File: src/rtl/lock.sv
// rtl/lock.sv - four-user password lock with retry counter and latched alarm
module lock #(
  parameter int              PW_W      = 12,
  parameter int              MAX_TRIES = 3,
  parameter logic [PW_W-1:0] DEF_PW0   = 12'h123,
  parameter logic [PW_W-1:0] DEF_PW1   = 12'h456,
  parameter logic [PW_W-1:0] DEF_PW2   = 12'h789,
  parameter logic [PW_W-1:0] DEF_PW3   = 12'h111
) (
  input  logic            Enter,
  input  logic            reset,
  input  logic [PW_W-1:0] PassIn,
  input  logic [1:0]      user,
  output logic            Access,
  output logic [PW_W-1:0] Setpass,
  output logic [1:0]      Count,
  output logic            Alarm
);

  typedef enum logic [1:0] {
    LOCKED = 2'd0,
    OPEN   = 2'd1,
    ALARM  = 2'd2
  } state_t;

  // Count is 2 bits, so the trip threshold is taken modulo 4 (legal range 1..3)
  localparam logic [1:0] MAX_CNT = 2'(MAX_TRIES);

  state_t          state, state_nx;
  logic [1:0]      count_q, count_nx;
  logic [1:0]      fail_cnt;
  logic            pw_we;
  logic [PW_W-1:0] pw [4];

  assign fail_cnt = count_q + 2'd1;

  // State register: every Enter edge is one attempt, reset always wins
  always_ff @(posedge Enter or posedge reset) begin
    if (reset) begin
      state <= LOCKED;
    end else begin
      state <= state_nx;
    end
  end

  // Consecutive-failure counter, global across all users
  always_ff @(posedge Enter or posedge reset) begin
    if (reset) begin
      count_q <= 2'd0;
    end else begin
      count_q <= count_nx;
    end
  end

  // Password register file; only the addressed slot is written while open
  always_ff @(posedge Enter or posedge reset) begin
    if (reset) begin
      pw[0] <= DEF_PW0;
      pw[1] <= DEF_PW1;
      pw[2] <= DEF_PW2;
      pw[3] <= DEF_PW3;
    end else if (pw_we) begin
      pw[user] <= PassIn;
    end
  end

  // Next-state decision: compare when locked, reprogram when open, freeze in alarm
  always_comb begin
    state_nx = state;
    count_nx = count_q;
    pw_we    = 1'b0;
    case (state)
      LOCKED: begin
        if (PassIn == pw[user]) begin
          state_nx = OPEN;
          count_nx = 2'd0;
        end else begin
          count_nx = fail_cnt;
          if (fail_cnt == MAX_CNT) begin
            state_nx = ALARM;
          end
        end
      end
      OPEN: begin
        pw_we    = 1'b1;
        state_nx = LOCKED;
        count_nx = 2'd0;
      end
      ALARM: begin
        count_nx = MAX_CNT;
      end
      default: begin
        state_nx = LOCKED;
        count_nx = 2'd0;
      end
    endcase
  end

  // Door and alarm drive are decodes of the state flops, so they never overlap
  assign Access  = (state == OPEN);
  assign Alarm   = (state == ALARM);
  assign Count   = count_q;
  assign Setpass = pw[user];

endmodule

File: config.mk
export PLATFORM = sky130hd
export DESIGN_NAME = lock
export DESIGN_NICKNAME = d
export VERILOG_FILES = /design/src/rtl/lock.sv
export SDC_FILE = /design/constraint.sdc
export NUM_CORES = 1
export LEC_CHECK = 0
export ABC_AREA = 1
export CAP_MARGIN = 25
export CORE_AREA = 3 3 126 80
export DETAILED_ROUTE_END_ITERATION = 12
export DIE_AREA = 0 0 129 83
export SKIP_CTS_REPAIR_TIMING = 1
export SYNTH_ARGS = -nofsm -noshare
export SYNTH_HDL_FRONTEND = slang
export SYNTH_SLANG_ARGS = --single-unit
File: constraint.sdc
create_clock -name Enter -period 1.7 [get_ports Enter]
set_input_delay 0.34 -clock Enter [delete_from_list [all_inputs] [get_ports Enter]]
set_output_delay 0.34 -clock Enter [all_outputs]
set_load 0.005 [all_outputs]
==> metrics <==
mux share of post-synthesis cell area 0%; # diodes 0; gpl congestion 0.7690; Leakage 1.952 nW; DR vias/cell 4.467; distinct cell type count of the synthesized netlist 17; Placed Instances 521; number of enable flip-flop cells after synthesis 0; Initial DRC Count 201; Detailed Routing Iterations Pass 1 5; # setup viols final 0; core box area 8986 um^2; compound-cell area share of the yosys netlist 8.993%; row cnt 27; Critical Path Fanout Max 11; final hold violations 0; status complete, no violations; final setup skew 0.006646 ns; post-synthesis area per instance 7.504 um^2; R2R depth 12; GR Overflow Total 0; starting density of the core 29.73%; total wire length 6.680 mm; per-cell routed wire length 12.58 um; total track usage 13.08%; Reg clk slew, reported paths 0.07 ns; layout overhead on the synthesized area 34.00%; largest family of logic cells by synthesized area simple AND/OR/NAND/NOR gates; worst min path class input port to async pin; period utilization 92.46%; max_slew headroom 78.86%; adder-cell share of the synthesized area 0.4684%; RSZ-0062 raised after global routing false; CTS tree yes; Non-Filler Instances 531; share of the synthesized area in the top cell type 31.85%; Syn Nets 373; WP data required 1.36 ns; vias in the first global route 2258; Pins Over Slew Limit 0; fill cell count 941; area leader, netlist dfrtp_1; chip width 129 um; DIE HEIGHT 83 um; layout cells sized above 1 20.96%; PortBufs 31; largest net degree at the start of global routing 28; r2r startpoint pw[19]; CP Capture Type output port; critical path class input port to output port; R2R Setup Slk 0.16 ns; Seq/Total Area, Yosys 49.56%; Bufs on Longest Clock Path 2; top post-synthesis cells by area dfrtp_1 32%, nand2_1 24%, dfstp_2 18%, o21ai_0 9.0%, nand2_2 4.0%; Synth Warn # 0; nets 432; count leader, synth nand2_1; Worst setup SP type input port; total of max-cap violations 0; Post-synth ARST share 100.0%; simple-gate share of the synthesized area 33.44%; max frequency 636.2 MHz; Power Density 672.9 nW/um^2; VDD IR-drop max 0.0003743 V; synthesized instance count 356; number of clock sinks 52; Synth top cells by count 172 x nand2_1, 48 x o21ai_0, 34 x dfrtp_1; DP Wirelength 4.779 mm; wire length of the first global-routing pass 11.25 mm; Final min period 1.572 ns; reg2reg end Count[0]; DR vias 2372; #FFs+latches synth 52; Post-DP Area 3329 um^2; Post-DRT Antenna Nets 0; die footprint 10710 um^2; # IOs 32; Post-Synthesis Cell Area 2671 um^2; Worst EP arrival 1.23 ns; ys flop type dfrtp_1; DR DRC count 0; initial antenna violation count 0; root buf cell clkbuf_16; Post-Synth XOR/XNOR Area 0%; H-tree Lvls 2; total CTS buffers 5; clk_lat worst skew 0.28 ns; Worst-Margin Slew 0.3166 ns; fin area 3580 um^2
==> sequential cells by signal, summed over array words and instances, names as in the netlist <==
name	count
pw	48
Count	2
state	2
==> cell families after synthesis <==
group | after synthesis
adder cells (fa/ha/maj) | 1
flip-flops | 52
AO/OA/AOI/OAI | 48
buffers and inverters | 38
AND/OR/NAND/NOR | 217
==> final cells by class <==
class                           instances  area (um^2)  area share (%)
Timing Repair Buffer                   67        708.2           19.78
Clock inverter                          1        5.005          0.1398
Sequential cell                        52         1324           36.98
Clock buffer                            6        128.9           3.600
Multi-Input combinational cell        266         1156           32.30
Tap cell                              116        145.1           4.055
Inverter                               23        112.6           3.146
==> where the power goes <==
group,switching [mW],internal [mW],total [mW]
clock network,0.418,0.536,0.954
logic,0.116,0.0994,0.216
registers,0.0000162,1.24,1.24
==> worst max-delay path: stages <==
cell            delay [ns]
clkbuf_4              0.14
buf_12                0.15
buf_12                0.14
nand2_1               0.09
nand2_1               0.06
nand2_1               0.09
nand2_2               0.07
dlymetal6s2s_1        0.15
==> cell usage in the layout, fill, tap and decap left out <==
master | synthesis | routed
nand2_1 | 172 | 171
o21ai_0 | 48 | 48
dfrtp_1 | 34 | 34
buf_4 | 0 | 29
inv_1 | 21 | 20
nand3_1 | 18 | 18
nand2_2 | 17 | 18
dfstp_2 | 18 | 18
clkdlybuf4s50_1 | 0 | 15
dlymetal6s2s_1 | 0 | 15
clkbuf_16 | 0 | 6
buf_12 | 1 | 6
nor2_1 | 6 | 5
nor2_2 | 3 | 3
inv_2 | 1 | 2
nor2_4 | 0 | 1
clkinv_16 | 0 | 1
nand3_2 | 1 | 1
ha_1 | 1 | 1
clkinv_2 | 0 | 1
clkbuf_1 | 6 | 1
clkbuf_4 | 0 | 1
==> metal layers <==
metal / global-route usage, % / part of all wire (%)
met3: 2.571 / 5.3
met4: 2.574 / 0.31
met5: 0 / 0
met1: 20.80 / 53
met2: 18.19 / 41
==> per-stage QoR <==
step	utilization, %	hold WS [ns]	TNS, ns	worst slack, ns	power (mW)
2_1_floorplan	-	0.4529	0	0.1319	1.353
6_report	39.84	0.3227	0	0.1282	2.409
3_3_place_gp	37.05	0.4670	-11.72	-0.5810	1.460
5_1_grt	39.84	0.3360	0	0.0008684	2.499
3_5_place_dp	37.05	0.4732	-12.34	-0.5837	1.461
4_1_cts	38.54	0.3282	-7.685	-0.6042	2.430
==> worst max path at each step <==
stage / from / end / slack [ns] / cells past startpoint
after global routing: pw[8] / Count[1] / 0.0009 / 10
after CTS: user[0] / Setpass[0] / -0.60 / 8
after global placement: user[0] / Setpass[2] / -0.58 / 8
after detailed placement: user[0] / Setpass[0] / -0.58 / 8
final: user[0] / Setpass[2] / 0.13 / 8
after floorplan: reset / Count[0] / 0.13 / 1
(Power assumes the default switching activity.)
